$ cat config.mk
export PLATFORM = sky130hd
export DESIGN_NAME = vc_to_d_router
export DESIGN_NICKNAME = d
export VERILOG_FILES = /design/src/rtl/vc_to_d_router.sv
export SDC_FILE = /design/constraint.sdc
export NUM_CORES = 1
export LEC_CHECK = 0
export ABC_AREA = 0
export CAP_MARGIN = 20
export CORE_MARGIN = 2
export CORE_UTILIZATION = 41
export DETAILED_ROUTE_END_ITERATION = 7
export GPL_TIMING_DRIVEN = 0
export PLACE_DENSITY = 0.78
export SLEW_MARGIN = 20
export SYNTH_ARGS = -nofsm -noshare
export SYNTH_HDL_FRONTEND = slang
export SYNTH_SLANG_ARGS = --single-unit
export TNS_END_PERCENT = 5
$ cat constraint.sdc
create_clock -name clk -period 1.3 [get_ports clk]
set_input_delay 0.26 -clock clk [delete_from_list [all_inputs] [get_ports clk]]
set_output_delay 0.26 -clock clk [all_outputs]
set_load 0.01 [all_outputs]
$ cat src/rtl/vc_to_d_router.sv
// Pops VC0/VC1 words with strict VC0 priority and steers each into D0 or D1 by its destination bit.
// Downstream full/almost-full flags throttle popping so that the D FIFOs never overflow.
module vc_to_d_router #(
    parameter int DATA_WIDTH = 6,
    parameter int DEST_BIT   = 4,
    parameter int CNT_WIDTH  = 8
) (
    input  logic                  clk,
    input  logic                  reset_L,
    input  logic [DATA_WIDTH-1:0] vc0_data,
    input  logic                  vc0_empty,
    input  logic [DATA_WIDTH-1:0] vc1_data,
    input  logic                  vc1_empty,
    input  logic                  d0_full,
    input  logic                  d0_almost_full,
    input  logic                  d1_full,
    input  logic                  d1_almost_full,
    output logic                  vc0_pop,
    output logic                  vc1_pop,
    output logic                  d0_push,
    output logic                  d1_push,
    output logic [DATA_WIDTH-1:0] d_data,
    output logic [CNT_WIDTH-1:0]  d0_count,
    output logic [CNT_WIDTH-1:0]  d1_count,
    output logic                  idle
);

    localparam logic [1:0] ST_IDLE   = 2'd0;
    localparam logic [1:0] ST_ACTIVE = 2'd1;
    localparam logic [1:0] ST_STALL  = 2'd2;

    localparam logic [CNT_WIDTH-1:0] CNT_ONE = {{(CNT_WIDTH-1){1'b0}}, 1'b1};

    logic [1:0]            state;
    logic [1:0]            state_next;
    logic                  stall;
    logic                  any_data;
    logic                  valid_q;
    logic                  src_q;
    logic [DATA_WIDTH-1:0] word;

    // Almost-full also stalls so that the one word already in flight still has a free slot.
    assign stall    = d0_full | d0_almost_full | d1_full | d1_almost_full;
    assign any_data = !vc0_empty || !vc1_empty;

    assign vc0_pop = !stall && !vc0_empty;
    assign vc1_pop = !stall && vc0_empty && !vc1_empty;

    assign word = src_q ? vc1_data : vc0_data;
    assign idle = (state == ST_IDLE);

    always_comb begin
        state_next = state;
        case (state)
            ST_IDLE: begin
                if (any_data) state_next = stall ? ST_STALL : ST_ACTIVE;
            end
            ST_ACTIVE: begin
                if (stall)          state_next = ST_STALL;
                else if (!any_data) state_next = ST_IDLE;
            end
            ST_STALL: begin
                if (!stall) state_next = any_data ? ST_ACTIVE : ST_IDLE;
            end
            default: state_next = ST_IDLE;
        endcase
    end

    always_ff @(posedge clk or negedge reset_L) begin
        if (!reset_L) state <= ST_IDLE;
        else          state <= state_next;
    end

    // The FIFO returns the popped word one cycle later, so remember which VC it came from.
    always_ff @(posedge clk or negedge reset_L) begin
        if (!reset_L) begin
            valid_q <= 1'b0;
            src_q   <= 1'b0;
            d_data  <= '0;
            d0_push <= 1'b0;
            d1_push <= 1'b0;
        end else begin
            valid_q <= vc0_pop | vc1_pop;
            src_q   <= vc1_pop;
            d_data  <= valid_q ? word : '0;
            d0_push <= valid_q & ~word[DEST_BIT];
            d1_push <= valid_q & word[DEST_BIT];
        end
    end

    always_ff @(posedge clk or negedge reset_L) begin
        if (!reset_L) begin
            d0_count <= '0;
            d1_count <= '0;
        end else begin
            if (d0_push) d0_count <= d0_count + CNT_ONE;
            if (d1_push) d1_count <= d1_count + CNT_ONE;
        end
    end

endmodule

==> results of run 1 <==
[registers in the layout, indices dropped and copies added (netlist names)]
name and count:
d0_push 1, d0_count 8, d1_push 1, state 2, d1_count 8, d_data 5
valid_q 1, src_q 1
[critical path, cell delays in order]
cell,delay (ns)
sky130_fd_sc_hd__buf_6,0.09
sky130_fd_sc_hd__or4_4,0.55
sky130_fd_sc_hd__nor3b_4,0.20
sky130_fd_sc_hd__buf_2,0.16
[Yosys cell counts]
cell	n	area, sq um
sky130_fd_sc_hd__dfrtp_1	27	676
sky130_fd_sc_hd__xnor2_1	8	70.1
sky130_fd_sc_hd__nand2_1	7	26.3
sky130_fd_sc_hd__mux2i_1	6	60.1
sky130_fd_sc_hd__nand4_1	6	37.5
sky130_fd_sc_hd__nor2b_1	6	37.5
sky130_fd_sc_hd__xor2_1	6	52.6
sky130_fd_sc_hd__nor2_1	4	15.0
sky130_fd_sc_hd__and3_1	3	18.8
sky130_fd_sc_hd__ha_1	2	25.0
sky130_fd_sc_hd__mux2_2	2	22.5
sky130_fd_sc_hd__nor3_1	2	10.0
sky130_fd_sc_hd__a21boi_2	1	11.3
sky130_fd_sc_hd__a21oi_2	1	8.76
sky130_fd_sc_hd__and2_1	1	6.26
sky130_fd_sc_hd__buf_2	1	5.00
sky130_fd_sc_hd__buf_4	1	7.51
sky130_fd_sc_hd__nand3_1	1	5.00
sky130_fd_sc_hd__nor3b_1	1	7.51
sky130_fd_sc_hd__or4_4	1	11.3
[logic make-up (layout without fill, tap and decap cells)]
logic type	count (synthesis)	count (layout)	share of synthesized area, %
flops	27	27	60.7
buf+inv	2	71	1.12
simple gates	32	32	15.7
xor+xnor	14	14	11.0
fa+ha+maj	2	2	2.25
compound gates	2	2	1.80
mux	8	8	7.42
[stage by stage]
step                setup slack (ns)  hold slack [ns]  cell area, sq um  power [uW]  util, %
floorplan                    -0.0107          -0.0356              1120        1150        -
global placement              -0.957            0.457              1620        1390     64.3
detailed placement            -0.952            0.300              1620        1410     64.1
CTS                           -0.232            0.289              1740        1810     69.1
global route                  -0.247            0.270              1760        1910     69.8
finish                        -0.214            0.284              1760        1820     69.8
[power groups by stage]
stage	combinational, uW	sequential, uW	clock (uW)
after floorplan	108	1040	0
after global placement	378	1010	0
after detailed placement	393	1020	0
after CTS	490	950	368
after global routing	553	961	401
final	503	954	361
[metal layers]
layer	wire length [um]	track usage (%)	vias up
li1	-	-	434
met2	1170	27.9	32
met4	50	8.16	0
met5	0	0	-
met1	991	19.4	426
met3	132	2.79	6
[what timing repair did]
item,in CTS,in global routing
hold buffers,1,0
buffers inserted,18,0
pin swaps,3,3
cloned,0,0
setup endpoints to repair,27,21
gates resized for setup,58,19
hold endpoints to repair,27,0
[cell type report]
class	count	area (sq um)	area share [%]
well taps	30	37.5	2.13
flip-flops and latches	27	678	38.5
clock buffers	4	26.3	1.49
repair buffers	65	563	32.0
multi-input cells	58	439	24.9
plain buffers	2	16.3	0.924
[how the worst min path moves through the flow]
stage | start | end | slack (ns) | cells after the start
floorplan | reset_L | d0_count[0]$_DFFE_PN0P_ | -0.04 | 0
finish | d1_almost_full | valid_q$_DFF_PN0_ | 0.28 | 4
CTS | d1_almost_full | valid_q$_DFF_PN0_ | 0.29 | 4
global placement | d0_count[7]$_DFFE_PN0P_ | d0_count[7]$_DFFE_PN0P_ | 0.46 | 1
global route | d1_almost_full | valid_q$_DFF_PN0_ | 0.27 | 4
detailed placement | reset_L | d1_count[0]$_DFFE_PN0P_ | 0.30 | 1
==> results_dict.tcl, run 1 <==
set metrics [dict create \
    post_route_cells_drive_above_1_share_pct 27.6 \
    place.port_buffers 46 \
    yosys.cell_types.count 20 \
    synth_cells 87 \
    wire_length_of_the_first_global_routing_pass_um 4000 \
    grt_overflow_total 0 \
    mostFrequentLayoutCell "sky130_fd_sc_hd__dfrtp_1" \
    detail_route.drc_violations 0 \
    reg2reg_from "d1_count[0]$_DFFE_PN0P_" \
    layout_setup_ws_ns -0.214 \
    cellPowerDensity_nw_per_um2 1030 \
    final-instance-count-excl-fill 186 \
    worst_r2r_path_depth 3 \
    cts_tree "done" \
    cts_max_level 1 \
    reg2reg_to "d1_count[1]$_DFFE_PN0P_" \
    groute.usage.overall_pct 16.2 \
    timing.setup.critical_path_class "in -> out" \
    num-fill-cells 199 \
    postRouteAntennaNets 0 \
    period_minus_slack_ns 1.51 \
    worst_ep_required_time_ns 1.04 \
    timing.critical_path.fanout_max 3 \
    num_io_pins 47 \
    initialDrtViolationCount 11 \
    cp_data_arrival_time_ns 1.25 \
    grt_antenna_before_repair 0 \
    area_delta_synth_final_pct 58.1 \
    final-setup-viol-count 4 \
    die_w_um 56.1 \
    die_ht_um 56.1 \
    power.share.combinational_pct 27.7 \
    placed_cells 163 \
    grt_pass1_vias 956 \
    finish.net_count 179 \
    layout.cells.most_common_list "sky130_fd_sc_hd__dfrtp_1 (25), sky130_fd_sc_hd__buf_4 (18), sky130_fd_sc_hd__clkdlybuf4s15_1 (16)" \
    outcome "finished with violations" \
    clock_sink_count 27 \
    num_rows 18 \
    rsz_0062_raised_after_global_routing "yes" \
    dr.pass1.iters 3 \
    syn_nets 109 \
    max_freq_mhz 661 \
    routedWlPerCell_um 12.6 \
    gp_congestion 0.774 \
    grt_start_max_net_pins 28 \
    power_switching_uw 494 \
    total_leakage_power_uw 0.000874 \
    critical_path.endpoint_type "primary output" \
    drt_wl_total_um 2350 \
    register_bit_total_from_synthesis 27 \
    yosys_warnings 0 \
    die_area_sq_um 3150 \
    clock_skew_ns 0.00487 \
    clock_tree.root_cell "sky130_fd_sc_hd__clkbuf_4" \
    num_cts_buffers 3 \
    crit_end "vc1_pop" \
    crit_path_start "d0_almost_full" \
    mappedNetlistArea_sq_um 1110 \
    final.setup.tns_ns -0.309 \
    clk-insertion-delay-late_ns 0.32 \
    vias 898 \
    cellInternalPower_uw 1320 \
    violations "negative setup slack" \
    pwr-share-clk_pct 19.9 \
    tightestPinTransition_ns 0.603 \
    antennaDiodeCount 0 \
    synth.yosys.seq_area_share_pct 60.7 \
    clk_pin_slew_ns 0.14 \
    netSwitchingFraction_pct 27.2 \
    setup.reg_to_reg.worst_slack_ns 0.10 \
    finalHoldViolations 0 \
    post-dp-hpwl_um 1620 \
    slew-limit-headroom_pct 59.8 \
    hp-class "in -> reg" \
    final_min_period_over_clock_period_pct 116 \
    coreArea_sq_um 2520 \
    irDropWorstVdd_mv 0.882 \
    cts-root-to-sink-buffers 2 \
    initial_core_util_pct 44.1 \
    post_drt_via_cell_ratio 4.83 \
    drv_slew 0 \
    cp-start-kind "primary input" \
    post_synthesis_mean_instance_area_sq_um 12.8 \
    seq_power_share_pct 52.5 \
    maxCapViolCount 0 \
]
Note: power is estimated with default switching activity, not from simulation.
==> inputs of run 2 (changes only) <==
--- a/config.mk
+++ b/config.mk
@@ -8,10 +8,9 @@
 export ABC_AREA = 0
 export CAP_MARGIN = 20
 export CORE_MARGIN = 2
-export CORE_UTILIZATION = 41
+export CORE_UTILIZATION = 30
 export DETAILED_ROUTE_END_ITERATION = 7
 export GPL_TIMING_DRIVEN = 0
-export PLACE_DENSITY = 0.78
 export SLEW_MARGIN = 20
 export SYNTH_ARGS = -nofsm -noshare
 export SYNTH_HDL_FRONTEND = slang
==> results_dict.tcl, run 2 (synthesized netlist as in run 1, its figures left out) <==
set metrics [dict create \
    outcome "finished with violations" \
    violations "negative hold slack, negative setup slack" \
    num-fill-cells 365 \
    gr-max-usage-layer "met2" \
    cp_data_arrival_time_ns 1.24 \
    layout.cells.most_common_list "sky130_fd_sc_hd__dfrtp_1 (25), sky130_fd_sc_hd__dlygate4sd2_1 (21), sky130_fd_sc_hd__clkdlybuf4s50_1 (14)" \
    num_cts_buffers 3 \
    total_leakage_power_uw 0.000860 \
    tightestPinTransition_ns 0.585 \
    timing.setup.critical_path_class "in -> out" \
    layout_setup_ws_ns -0.201 \
    mostFrequentLayoutCell "sky130_fd_sc_hd__dfrtp_1" \
    groute.usage.overall_pct 10.5 \
    post_drt_via_cell_ratio 4.40 \
    num_rows 22 \
    grt.met3_usage_pct 2.78 \
    critical_path.endpoint_type "primary output" \
    grtUsageMet1_pct 12.3 \
    final_min_period_over_clock_period_pct 115 \
    postRouteAntennaNets 0 \
    maxCapViolCount 0 \
    initial_core_util_pct 30.9 \
    cp-start-kind "primary input" \
    drt_wl_total_um 2060 \
    final-setup-viol-count 2 \
    cellPowerDensity_nw_per_um2 1050 \
    final.hold.worst_slack_ns -0.00858 \
    wire_length_of_the_first_global_routing_pass_um 3560 \
    post-route-cell-area_sq_um 1700 \
    die_w_um 64.9 \
    num_io_pins 47 \
    final.setup.tns_ns -0.397 \
    grt.met2_usage_pct 19.6 \
    grt_start_max_net_pins 28 \
    seq_cell_area_sq_um 678 \
    coreArea_sq_um 3610 \
    grt_pass1_vias 870 \
    die_ht_um 64.9 \
    area_delta_synth_final_pct 52.2 \
    clock_sink_count 27 \
    vias 841 \
    clock_tree.root_cell "sky130_fd_sc_hd__clkbuf_8" \
    cts_tree "done" \
    drv_slew 0 \
    clock_skew_ns 0.00137 \
    gp_congestion 0.753 \
    clk_pin_slew_ns 0.08 \
    place.port_buffers 46 \
    grt_antenna_before_repair 0 \
    finalHoldViolations 27 \
    irDropWorstVdd_mv 0.405 \
    dr.pass1.iters 2 \
    grt_overflow_total 0 \
    antennaDiodeCount 0 \
    worst_ep_required_time_ns 1.04 \
    hp-class "in -> async" \
    clk-insertion-delay-late_ns 0.26 \
    placed_area_sq_um 1640 \
    cts_max_level 1 \
    cts-root-to-sink-buffers 2 \
    multiInputGateArea_sq_um 439 \
    die_area_sq_um 4220 \
    finish.net_count 166 \
    post_route_cells_drive_above_1_share_pct 19.6 \
    reg_top3 "d0_count x8, d1_count x8, d_data x5" \
    detail_route.drc_violations 0 \
    worst_r2r_path_depth 4 \
    postCtsHoldBufs 0 \
    post-dp-hpwl_um 1630 \
    rsz_0062_raised_after_global_routing "yes" \
    period_minus_slack_ns 1.50 \
    routedWlPerCell_um 10.8 \
    initialDrtViolationCount 37 \
    slew-limit-headroom_pct 61.0 \
    timing.critical_path.fanout_max 3 \
    max_freq_mhz 666 \
]
==> run 2: cell count changes in the layout (fill, tap and decap cells not counted), sizes merged <==
cell,change
clkdlybuf4s15,-12
dlygate4sd2,+16
clkbuf,-1
dlygate4sd3,-1
buf,-15
==> run 2: power breakdown <==
part           internal (uW)  switching, uW
combinational            198            145
clock                    218            233
sequential               913           78.4
==> run 2: final timing paths <==
check	from	end	slack, ns
setup / recovery	d1_full	vc1_pop	-0.20
hold / removal	reset_L	d1_count[2]$_DFFE_PN0P_	-0.009
setup reg to reg	d1_push$_DFF_PN0_	d1_count[7]$_DFFE_PN0P_	0.13
hold reg to reg	d0_count[7]$_DFFE_PN0P_	d0_count[7]$_DFFE_PN0P_	0.46
max in group asynchronous	reset_L	d0_push$_DFF_PN0_	0.89
min in group clk	d1_almost_full	valid_q$_DFF_PN0_	0.36
==> run 2: final cells by class <==
class,instances,share of cell area (%)
flip-flops and latches,27,40.0
clock buffers,4,2.66
multi-input cells,58,25.9
repair buffers,52,27.2
plain buffers,2,0.738
well taps,48,3.54
==> run 2: critical path, cell delays in order <==
cell and delay (ns):
sky130_fd_sc_hd__buf_6 0.09, sky130_fd_sc_hd__or4_4 0.55, sky130_fd_sc_hd__nor3b_4 0.19, sky130_fd_sc_hd__buf_2 0.16
==> run 2: repair_timing <==
item,4_1_cts,5_1_grt
setup buffers,5,1
endpoints found under the setup margin,28,4
pin swaps,3,2
gates resized for setup,51,3
gates cloned,0,0
==> run 2: per-layer routing <==
layer	routed length (um)	part of all wire [%]	vias up
met3	159	7.7	0
met4	0	0	0
li1	-	-	409
met5	0	0	-
met1	870	42	399
met2	1030	50	33
==> run 2: per-stage QoR <==
stage | worst slack (ns) | utilization (%) | total power (uW) | instances
4_1_cts | -0.227 | 46.6 | 1810 | 190
6_report | -0.201 | 47.0 | 1790 | 191
5_1_grt | -0.236 | 47.0 | 1890 | 191
3_3_place_gp | -0.964 | 45.6 | 1390 | 181
2_1_floorplan | -0.0107 | - | 1150 | 87
3_5_place_dp | -0.970 | 45.5 | 1400 | 181
==> inputs of run 3 (changes only) <==
--- a/config.mk
+++ b/config.mk
@@ -7,6 +7,7 @@
 export LEC_CHECK = 0
 export ABC_AREA = 0
 export CAP_MARGIN = 20
+export CORE_ASPECT_RATIO = 1.25
 export CORE_MARGIN = 2
 export CORE_UTILIZATION = 30
 export DETAILED_ROUTE_END_ITERATION = 7
==> results_dict.tcl, run 3 (synthesized netlist as in run 1, its figures left out) <==
set metrics [dict create \
    final-instance-count-excl-fill 183 \
    final-setup-viol-count 2 \
    clock_sink_count 27 \
    groute.usage.overall_pct 11.0 \
    worst_r2r_path_depth 4 \
    grt_start_max_net_pins 28 \
    timing.critical_path.fanout_max 3 \
    post_drt_via_cell_ratio 4.62 \
    die_ht_um 72.1 \
    worst_ep_required_time_ns 1.04 \
    gp_congestion 0.669 \
    clk-insertion-delay-late_ns 0.27 \
    post_route_cells_drive_above_1_share_pct 20.8 \
    place.port_buffers 46 \
    slew-limit-headroom_pct 61.7 \
    violations "negative setup slack" \
    timing.setup.critical_path_class "in -> out" \
    total_leakage_power_uw 0.000864 \
    grt_antenna_before_repair 0 \
    outcome "finished with violations" \
    mostFrequentLayoutCell "sky130_fd_sc_hd__dfrtp_1" \
    clk_pin_slew_ns 0.09 \
    postRouteAntennaNets 0 \
    layout_setup_ws_ns -0.221 \
    die_area_sq_um 4220 \
    period_minus_slack_ns 1.52 \
    finish.net_count 167 \
    placed_cells 172 \
    setup.reg_to_reg.worst_slack_ns 0.10 \
    rsz_0062_raised_after_global_routing "yes" \
    placed_area_sq_um 1630 \
    cts_tree "done" \
    final.hold.worst_slack_ns 0.254 \
    cellPowerDensity_nw_per_um2 1070 \
    irDropWorstVdd_mv 0.542 \
    dr.pass1.iters 2 \
    post-route-cell-area_sq_um 1700 \
    coreArea_sq_um 3510 \
    grt_pass1_vias 822 \
    cp_data_arrival_time_ns 1.26 \
    reg_top3 "d0_count x8, d1_count x8, d_data x5" \
    wire_length_of_the_first_global_routing_pass_um 3570 \
    post-dp-hpwl_um 1630 \
    vias 846 \
    num_cts_buffers 3 \
    finalHoldViolations 0 \
    critical_path.endpoint_type "primary output" \
    maxCapViolCount 0 \
    num_rows 24 \
    initial_core_util_pct 31.7 \
    num_io_pins 47 \
    grt_overflow_total 0 \
    final_min_period_over_clock_period_pct 117 \
    tightestPinTransition_ns 0.574 \
    area_delta_synth_final_pct 52.5 \
    initialDrtViolationCount 6 \
    clock_tree.root_cell "sky130_fd_sc_hd__clkbuf_8" \
    drt_wl_total_um 2150 \
    cts_max_level 1 \
    drv_slew 0 \
    worst_setup_slack_before_clock_tree_synthesis_ns -0.963 \
    detail_route.drc_violations 0 \
    routedWlPerCell_um 11.8 \
    cp-start-kind "primary input" \
    layout.cells.most_common_list "sky130_fd_sc_hd__dfrtp_1 (25), sky130_fd_sc_hd__dlygate4sd2_1 (20), sky130_fd_sc_hd__clkdlybuf4s50_1 (14)" \
    min_delay_path_depth 3 \
    antennaDiodeCount 0 \
    cts-root-to-sink-buffers 2 \
    max_freq_mhz 657 \
    die_w_um 58.5 \
    fin_util_pct 48.3 \
    clock_skew_ns 0.00652 \
    hp-class "in -> reg" \
]
[run 3: path summary, 6_finish.rpt]
| kind | from | end |
|---|---|---|
| max in group asynchronous | reset_L | d1_push$_DFF_PN0_ |
| worst min-delay path | d1_almost_full | src_q$_DFF_PN0_ |
| worst min register to register | d1_count[7]$_DFFE_PN0P_ | d1_count[7]$_DFFE_PN0P_ |
| worst max-delay path | d1_full | vc1_pop |
| worst max register to register | d0_push$_DFF_PN0_ | d0_count[7]$_DFFE_PN0P_ |
| min in group asynchronous | reset_L | state[1]$_DFFE_PN0P_ |
[run 3: repair_timing]
action	CTS	global route
gates cloned	0	0
pin swaps	2	2
gates resized for setup	52	5
endpoints found under the setup margin	28	6
hold endpoints to repair	8	0
hold buffers	1	0
buffers inserted	6	0
[run 3: metal layers]
metal  routed length, um  part of all wire, %  vias up  track usage (%)
li1                    -                    -      410                -
met3                 167                  7.8        2             2.32
met2                1170                   54       30             20.0
met1                 795                   37      404             11.9
met5                   0                    0        -                0
met4                  17                 0.79        0             5.43
[run 3: report_power, final]
group	switching (uW)	total (uW)	internal, uW
Clock	250	467	217
Sequential	75.4	989	913
Combinational	153	361	208
Total	478	1820	1340
[run 3: final cells by class]
type,count,area (sq um)
clock buffers,3,41.3
multi-input cells,58,444
flip-flops and latches,27,678
repair buffers,53,465
plain buffers,2,12.5
well taps,39,48.8
clock inverters,1,7.51
fillers,337,1820
[run 3: stage by stage]
step           setup TNS, ns  total power [uW]
2_1_floorplan        -0.0107              1150
4_1_cts               -0.345              1850
3_5_place_dp           -2.92              1400
3_3_place_gp          -14.00              1400
6_report              -0.315              1820
5_1_grt               -0.408              1930
[run 3: worst max-delay path, stage by stage]
cell	delay, ns
sky130_fd_sc_hd__buf_6	0.09
sky130_fd_sc_hd__or4_4	0.55
sky130_fd_sc_hd__nor3b_4	0.20
sky130_fd_sc_hd__buf_2	0.16
